`src/rtl/ddr_rw_arbiter.sv`:
```
// Arbitrates DDR3 write bursts (drain write FIFO) against read bursts (refill read FIFO).
// Ties alternate between the two sides; each side walks its own address region.
module ddr_rw_arbiter #(
  parameter int ADDR_W        = 30,
  parameter int BURST_WORDS   = 64,
  parameter int RD_FIFO_DEPTH = 1024,
  parameter int ADDR_INC      = 128,
  parameter int WR_BASE       = 0,
  parameter int WR_END        = 2048,
  parameter int RD_BASE       = 0,
  parameter int RD_END        = 2048
) (
  input  logic              clk,
  input  logic              rst_n,
  input  logic              calib_done,
  input  logic              rd_mem_enable,
  input  logic [10:0]       wr_fifo_cnt,
  input  logic [10:0]       rd_fifo_cnt,
  output logic              wr_req,
  output logic [ADDR_W-1:0] wr_addr,
  input  logic              wr_done,
  output logic              rd_req,
  output logic [ADDR_W-1:0] rd_addr,
  input  logic              rd_done,
  output logic              busy
);

  typedef enum logic [1:0] {WAIT_CALIB, IDLE, WR, RD} state_t;

  localparam logic [11:0] WR_THRESH = 12'(BURST_WORDS);
  localparam logic [11:0] RD_LIMIT  = 12'(RD_FIFO_DEPTH - BURST_WORDS);

  state_t            state;
  logic              last_wr;
  logic              wr_elig;
  logic              rd_elig;
  logic              grant_wr;
  logic              grant_rd;
  logic [ADDR_W-1:0] wr_addr_inc;
  logic [ADDR_W-1:0] rd_addr_inc;
  logic [ADDR_W-1:0] wr_addr_next;
  logic [ADDR_W-1:0] rd_addr_next;

  assign wr_elig = {1'b0, wr_fifo_cnt} >= WR_THRESH;
  assign rd_elig = rd_mem_enable && ({1'b0, rd_fifo_cnt} <= RD_LIMIT);

  // On a tie the side that did not win last time gets the burst.
  assign grant_wr = wr_elig && (!rd_elig || !last_wr);
  assign grant_rd = rd_elig && !grant_wr;

  assign wr_addr_inc  = wr_addr + ADDR_W'(ADDR_INC);
  assign rd_addr_inc  = rd_addr + ADDR_W'(ADDR_INC);
  assign wr_addr_next = (wr_addr_inc == ADDR_W'(WR_END)) ? ADDR_W'(WR_BASE) : wr_addr_inc;
  assign rd_addr_next = (rd_addr_inc == ADDR_W'(RD_END)) ? ADDR_W'(RD_BASE) : rd_addr_inc;

  always_ff @(posedge clk or negedge rst_n) begin
    if (!rst_n) begin
      state   <= WAIT_CALIB;
      wr_req  <= 1'b0;
      rd_req  <= 1'b0;
      busy    <= 1'b0;
      wr_addr <= ADDR_W'(WR_BASE);
      rd_addr <= ADDR_W'(RD_BASE);
      last_wr <= 1'b0;
    end else begin
      case (state)
        WAIT_CALIB: begin
          if (calib_done) state <= IDLE;
        end
        IDLE: begin
          if (!rd_mem_enable) rd_addr <= ADDR_W'(RD_BASE);
          if (!calib_done) begin
            state <= WAIT_CALIB;
          end else if (grant_wr) begin
            state   <= WR;
            wr_req  <= 1'b1;
            busy    <= 1'b1;
            last_wr <= 1'b1;
          end else if (grant_rd) begin
            state   <= RD;
            rd_req  <= 1'b1;
            busy    <= 1'b1;
            last_wr <= 1'b0;
          end
        end
        WR: begin
          if (wr_done) begin
            state   <= IDLE;
            wr_req  <= 1'b0;
            busy    <= 1'b0;
            wr_addr <= wr_addr_next;
          end
        end
        RD: begin
          if (rd_done) begin
            state   <= IDLE;
            rd_req  <= 1'b0;
            busy    <= 1'b0;
            rd_addr <= rd_addr_next;
          end
        end
        default: state <= WAIT_CALIB;
      endcase
    end
  end

endmodule

```
`config.mk`:
```
export PLATFORM = sky130hd
export DESIGN_NAME = ddr_rw_arbiter
export DESIGN_NICKNAME = d
export VERILOG_FILES = /design/src/rtl/ddr_rw_arbiter.sv
export SDC_FILE = /design/constraint.sdc
export NUM_CORES = 1
export LEC_CHECK = 0
export BUFFER_PORTS_ARGS = -buffer_cell sky130_fd_sc_hd__buf_2
export CAP_MARGIN = 30
export CORE_MARGIN = 2
export CORE_UTILIZATION = 40
export DETAILED_ROUTE_END_ITERATION = 12
export GPL_TIMING_DRIVEN = 1
export PLACE_DENSITY_LB_ADDON = 0.3
export SLEW_MARGIN = 20
export SYNTH_ARGS = -nofsm -noshare
export SYNTH_HDL_FRONTEND = slang
export SYNTH_SLANG_ARGS = --single-unit
```
`constraint.sdc`:
```
create_clock -name clk -period 3.8 [get_ports clk]
set_input_delay 0.76 -clock clk [delete_from_list [all_inputs] [get_ports clk]]
set_output_delay 0.76 -clock clk [all_outputs]
set_load 0.005 [all_outputs]
```
Word-level counts from Yosys, hierarchy flattened
Index checks and enable logic that the tools add are counted.
Cells by class
  reductions and logical operators: 19
  order comparisons: 2
  $add $sub $neg: 2
  equal/unequal tests: 15
  mux-type cells: 26
Operators with widths (number)
  two-way mux 30 bit: 4
  adder 30 x 8 -> 30 bit (second input constant): 2
  equality test 30 x 12 -> 1 bit (second input constant): 2
  one-hot mux 30 bit (2 select lines): 1
  != test 2 bit (second input constant): 8
  two-way mux 2 bit: 6
  >= comparator 11 x 7 -> 1 bit (second input constant): 1
  <= comparator 11 x 10 -> 1 bit (second input constant): 1
  two-way mux 1 bit: 11
  AND reduction 5 bit: 2
  one-hot mux 2 bit (4 select lines): 1
  AND reduction 4 bit: 2
  AND reduction 3 bit: 2
  nonzero test 2 bit: 3
  equality test 2 bit (second input constant): 2
  != test 4 bit (second input constant): 1
  one-hot mux 1 bit (2 select lines): 2
  logical AND 1 bit: 3
  zero test 1 bit: 3
  != test 3 bit (second input constant): 1
  one-hot mux 1 bit (3 select lines): 1
  nonzero test 3 bit: 1
  equality test 2 x 1 -> 1 bit (second input constant): 1
  zero test 2 bit: 1
  other kinds (2): 2
Word-level totals
  input port bits: 28
  output and inout bits: 63
  logic and storage cells: 71
  register bits: 66

Logic depth before layout (Yosys ltp)
  word-level depth: 11
  mapped depth: 8
  depth with buffers taken out: 7

Worst setup path before layout
OpenSTA, ideal clock, no wires.
  path type: register to register
  start: reg rd_addr[7]
  end: reg rd_addr[11]
  arrival: 2070 ps
  path buffers: 0
  setup time: 141 ps
  slack: 1589 ps
  cell stages (with the launch flop): 8
  clock period less this slack: 2211 ps
  data required time: 3659 ps
  path through: dfrtp_1 -> ha_1 -> nand2_1 -> nor4_2 -> xor2_1 -> or4_1 -> nor4_1 -> a41oi_1
On the way
  cells in the longest elaborated chain, start to end: 5
Ends and longest elaborated chain
  start, declared: line 23  | output logic [ADDR_W-1:0] rd_addr,
  start signal, assigned: line 63  | rd_addr <= ADDR_W'(RD_BASE);
  start signal, assigned: line 71  | if (!rd_mem_enable) rd_addr <= ADDR_W'(RD_BASE);
  start signal, assigned: line 99  | rd_addr <= rd_addr_next;
  adder 30 x 8 -> 30 bit *: line 52  | assign rd_addr_inc = rd_addr + ADDR_W'(ADDR_INC);
  equality test 30 x 12 -> 1 bit: line 54  | assign rd_addr_next = (rd_addr_inc == ADDR_W'(RD_END)) ? ADDR_W'(RD_BASE) : rd_addr_inc;
  two-way mux 30 bit *: line 54
  two-way mux 30 bit *: line 95  | if (rd_done) begin
  one-hot mux 30 bit (2 select lines) *: line 66  | case (state)
Mark *: on every way between the ends. The rest lies on a longest branch, timed or not. The select of a mux whose other input is x is not followed.
A chain may end at the register's enable or synchronous reset.

Worst setup path in the final report
  start: reg rd_addr[8]
  end: reg rd_addr[11]
Same word-level chain as after synthesis.

==> report_table.html <==
<table>
<tr><th>Metric</th><th>Value</th></tr>
<tr><th colspan="2">Clock tree</th></tr>
<tr><td>Sink count of the clock tree</td><td>52</td></tr>
<tr><td>Cells resized by post-CTS repair</td><td>0</td></tr>
<tr><td>Root Buffer</td><td>sky130_fd_sc_hd__clkbuf_8</td></tr>
<tr><td>Number of buffers created by CTS</td><td>5</td></tr>
<tr><td>Hold bufs inserted after CTS</td><td>0</td></tr>
<tr><td>Insertion delay to the later sink of the worst-skew pair</td><td>320 ps</td></tr>
<tr><td>CTS clock-pin slew for the worst setup and hold paths</td><td>90 ps</td></tr>
<tr><td>Number of H-tree levels</td><td>2</td></tr>
<tr><td>CTS max path bufs</td><td>2</td></tr>
<tr><td>CTS tree</td><td>built</td></tr>
<tr><td>Number of buffers added for setup after CTS</td><td>0</td></tr>
<tr><th colspan="2">Pwr</th></tr>
<tr><td>Sum of internal, switching and leakage power</td><td>1.34 mW</td></tr>
<tr><td>Cell-internal power</td><td>882 uW</td></tr>
<tr><td>Power Density</td><td>353 nW/um2</td></tr>
<tr><td>Fraction of power consumed by combinational cells</td><td>23.9%</td></tr>
<tr><td>Switching share of power</td><td>34.3%</td></tr>
<tr><td>Reported net switching power</td><td>460 uW</td></tr>
<tr><td>Worst-case vdd ir drop</td><td>0.160 mV</td></tr>
<tr><td>Power share of the clock group</td><td>24.2%</td></tr>
<tr><td>Static leakage power</td><td>1.75 nW</td></tr>
<tr><td>Fraction of power consumed by sequential logic</td><td>51.9%</td></tr>
<tr><th colspan="2">Logic synthesis</th></tr>
<tr><td>Post-synthesis sequential element count</td><td>52</td></tr>
<tr><td>Number of synthesized flops with an enable pin</td><td>0</td></tr>
<tr><td>Post-synth top area share</td><td>38.7%</td></tr>
<tr><td>Ranking of synthesized cells by instance count</td><td>sky130_fd_sc_hd__dfrtp_1 (52), sky130_fd_sc_hd__nand2_1 (35), sky130_fd_sc_hd__o21ai_0 (32)</td></tr>
<tr><td>Netlist area before placement</td><td>3360 um2</td></tr>
<tr><td>Fraction of registers with async set/reset</td><td>100%</td></tr>
<tr><td>Number of warnings issued by yosys</td><td>0</td></tr>
<tr><td>Largest cells by area after synthesis</td><td>sky130_fd_sc_hd__dfrtp_1 (39%), sky130_fd_sc_hd__xnor2_1 (7.8%), sky130_fd_sc_hd__o21ai_0 (4.8%), sky130_fd_sc_hd__nand2_1 (3.9%), sky130_fd_sc_hd__buf_4 (3.6%)</td></tr>
<tr><td>Syn Area/Cell</td><td>8.77 um2</td></tr>
<tr><td>Most common cell in the synthesized netlist</td><td>sky130_fd_sc_hd__dfrtp_1</td></tr>
<tr><td>Count of cell types in the netlist</td><td>53</td></tr>
<tr><td>Number of standard cells after synthesis</td><td>383</td></tr>
<tr><td>Area leader, netlist</td><td>sky130_fd_sc_hd__dfrtp_1</td></tr>
<tr><td>Dominant synthesized flop cell</td><td>sky130_fd_sc_hd__dfrtp_1</td></tr>
<tr><td>Portion of the post-synthesis area used by sequential elements</td><td>38.7%</td></tr>
<tr><th colspan="2">Setup path</th></tr>
<tr><td>Setup crit start kind</td><td>flop</td></tr>
<tr><td>Worst setup path class</td><td>reg -&gt; reg</td></tr>
<tr><td>Critical Path RT</td><td>3980 ps</td></tr>
<tr><td>Family with the most delay on the worst path</td><td>simple AND/OR/NAND/NOR gates</td></tr>
<tr><td>Slowest Stage Delay on Critical Path</td><td>500 ps</td></tr>
<tr><td>Maximum fanout along the worst path</td><td>7</td></tr>
<tr><td>Arrival time of data at the critical path endpoint</td><td>2750 ps</td></tr>
<tr><td>Worst reg-to-reg setup slack</td><td>1230 ps</td></tr>
<tr><td>Slowest-stage cell, CP</td><td>sky130_fd_sc_hd__or4_1</td></tr>
<tr><td>Critical path capture point type</td><td>flop</td></tr>
<tr><td>Number of buffer and inverter instances along the worst setup path</td><td>0</td></tr>
<tr><td>Ordered list of cells on the worst path</td><td>ha_1 &gt; nand2_1 &gt; nor4_2 &gt; xor2_1 &gt; or4_1 &gt; nor4_1 &gt; a41oi_1</td></tr>
<tr><th colspan="2">Timing</th></tr>
<tr><td>Achievable frequency</td><td>389 MHz</td></tr>
<tr><td>Worst-margin pin slew</td><td>829 ps</td></tr>
<tr><td>Clock period minus worst slack</td><td>2570 ps</td></tr>
<tr><td>Count of endpoints failing hold in the final timing report</td><td>0</td></tr>
<tr><td>Share of the clock period used by the worst path after layout</td><td>67.7%</td></tr>
<tr><td>Final setup violating endpoints</td><td>0</td></tr>
<tr><td>Fin. max-slew vios</td><td>0</td></tr>
<tr><td>Unrepaired setup endpoints after global routing</td><td>no</td></tr>
<tr><td>Relative max-transition margin</td><td>44.7%</td></tr>
<tr><td>Setup tns final</td><td>0 ps</td></tr>
<tr><td>Setup clock skew after layout</td><td>13.2 ps</td></tr>
<tr><th colspan="2">Placed design</th></tr>
<tr><td>Last weighted congestion value of the routability-driven placer</td><td>0.839</td></tr>
<tr><td>HPWL reported at the end of detailed placement</td><td>5630 um</td></tr>
<tr><td>Port Buf Inserts</td><td>70</td></tr>
<tr><th colspan="2">Cells and area</th></tr>
<tr><td>Final core occ</td><td>46.5%</td></tr>
<tr><td>Area added between synthesis and finish</td><td>13.2%</td></tr>
<tr><td>Count of antenna diodes in the layout</td><td>0</td></tr>
<tr><td>Final net count</td><td>470</td></tr>
<tr><td>Ratio of cells with drive above 1 in the final layout</td><td>20.6%</td></tr>
<tr><th colspan="2">Routing</th></tr>
<tr><td>Detailed-routing iteration count for the pre-antenna-repair pass</td><td>4</td></tr>
<tr><td>Initial detailed-routing violation count</td><td>138</td></tr>
<tr><td>Antenna Nets Post-Route</td><td>0</td></tr>
<tr><td>DRC viols</td><td>0</td></tr>
<tr><td>Drt wl/cell</td><td>14.4 um</td></tr>
<tr><td>Total number of vias</td><td>2985</td></tr>
<tr><td>Average vias per placed instance</td><td>5.47</td></tr>
<tr><td>Total length of routed wires</td><td>7850 um</td></tr>
<tr><th colspan="2">Floorplanning</th></tr>
<tr><td>Die extent in y</td><td>95.6 um</td></tr>
<tr><td>Area of the core</td><td>8180 um2</td></tr>
<tr><td>Number of placement rows</td><td>33</td></tr>
<tr><td>Overall die width</td><td>95.6 um</td></tr>
<tr><td>Initial cell density of the core</td><td>41.1%</td></tr>
<tr><td>Io pins</td><td>91</td></tr>
<tr><td>Die Footprint</td><td>9150 um2</td></tr>
<tr><th colspan="2">Global routing</th></tr>
<tr><td>Overflow after GRT</td><td>0</td></tr>
<tr><td>Largest net degree at the start of global routing</td><td>36</td></tr>
<tr><td>Global-route wire length before repair</td><td>13000 um</td></tr>
<tr><td>Vias in the first global route</td><td>2747</td></tr>
<tr><td>Antenna violations before repair</td><td>0</td></tr>
<tr><td>Total track usage</td><td>17.9%</td></tr>
<tr><th colspan="2">Job</th></tr>
<tr><td>Max capacitance violation total</td><td>0</td></tr>
<tr><th colspan="2">Min path</th></tr>
<tr><td>Type of the most critical hold path</td><td>reg -&gt; reg</td></tr>
<tr><th colspan="2">Status</th></tr>
<tr><td>Status</td><td>finished clean</td></tr>
</table>
## metal layers
| metal | routed length, um | GRT usage [%] | vias to the layer above |
|---|---|---|---|
| met2 | 3750 | 29.2 | 75 |
| met1 | 3620 | 23.8 | 1421 |
| met3 | 369 | 3.64 | 9 |
| li1 | - | - | 1480 |
| met4 | 111 | 5.95 | 0 |
| met5 | 0 | 0 | - |
## metrics by stage
| stage | worst slack (ps) | instances | hold WS, ps | area (um2) |
|---|---|---|---|---|
| 2_1_floorplan | 1590 | 396 | 457 | 3410 |
| 3_3_place_gp | 1240 | 537 | 471 | 3700 |
| 4_1_cts | 1230 | 545 | 502 | 3790 |
| 6_report | 1230 | 546 | 500 | 3800 |
| 3_5_place_dp | 1200 | 537 | 479 | 3700 |
| 5_1_grt | 972 | 546 | 524 | 3800 |
## power by group through the flow
stage	logic (mW)	registers, mW	clock network [mW]
2_1_floorplan	0.233	0.680	0
3_3_place_gp	0.310	0.703	0
3_5_place_dp	0.320	0.707	0
4_1_cts	0.319	0.697	0.336
5_1_grt	0.370	0.714	0.362
6_report	0.321	0.697	0.324
## registers in the layout, summed over array words and instances, names as in the netlist
| register | flops |
|---|---|
| last_wr | 1 |
| rd_addr | 23 |
| wr_req | 1 |
| state | 2 |
| rd_req | 1 |
| busy | 1 |
| wr_addr | 23 |
## worst paths after layout
kind,start,endpoint,cells past startpoint
min in group asynchronous,rst_n,wr_addr[11]$_DFFE_PN0P_,1
worst min register to register,rd_req$_DFFE_PN0P_,rd_req$_DFFE_PN0P_,1
worst max register to register,rd_addr[8]$_DFFE_PN0P_,rd_addr[11]$_DFFE_PN0P_,7
worst max-delay path,rd_addr[8]$_DFFE_PN0P_,rd_addr[11]$_DFFE_PN0P_,7
max in group asynchronous,rst_n,rd_addr[10]$_DFFE_PN0P_,2
worst min-delay path,rd_req$_DFFE_PN0P_,rd_req$_DFFE_PN0P_,1
## cell families after synthesis
group / count (synthesis) / synth area share [%]
buffers and inverters: 41 / 6.67
AND/OR/NAND/NOR: 158 / 26.3
AO/OA/AOI/OAI: 87 / 16.4
adder cells (fa/ha/maj): 2 / 0.745
XOR/XNOR: 39 / 10.2
other: 1 / 0.112
flip-flops: 52 / 38.7
multiplexers: 3 / 0.894
## worst reg2reg max path, delay by kind of cell, from the launching register on
family	cells	cell delay, ps
AND/OR/NAND/NOR	4	1430
flip-flops	1	460
adder cells (fa/ha/maj)	1	280
AO/OA/AOI/OAI	1	160
XOR/XNOR	1	110
## cell usage in the layout (no fill, tap or decap), drive strengths merged, types with 7 or more instances in the layout
| master | synthesis | routed |
|---|---|---|
| a21oi | 12 | 12 |
| a31oi | 10 | 10 |
| and3 | 15 | 15 |
| buf | 23 | 73 |
| conb | 1 | 14 |
| dfrtp | 52 | 52 |
| nand2 | 35 | 35 |
| nand3 | 23 | 23 |
| nand4 | 17 | 17 |
| nor2 | 28 | 28 |
| nor3 | 11 | 11 |
| nor4 | 7 | 7 |
| o21ai | 34 | 34 |
| o31ai | 7 | 7 |
| xnor2 | 30 | 30 |
| xor2 | 9 | 9 |
## final cells by class
class                   count  area, um2
fillers                   826       4370
multi-input cells         303       1880
flip-flops and latches     52       1300
repair buffers             73        380
well taps                 105        131
clock buffers               6       72.6
inverters                   5       18.8
clock inverters             2       16.3
Power figures use the tool's default switching activity.
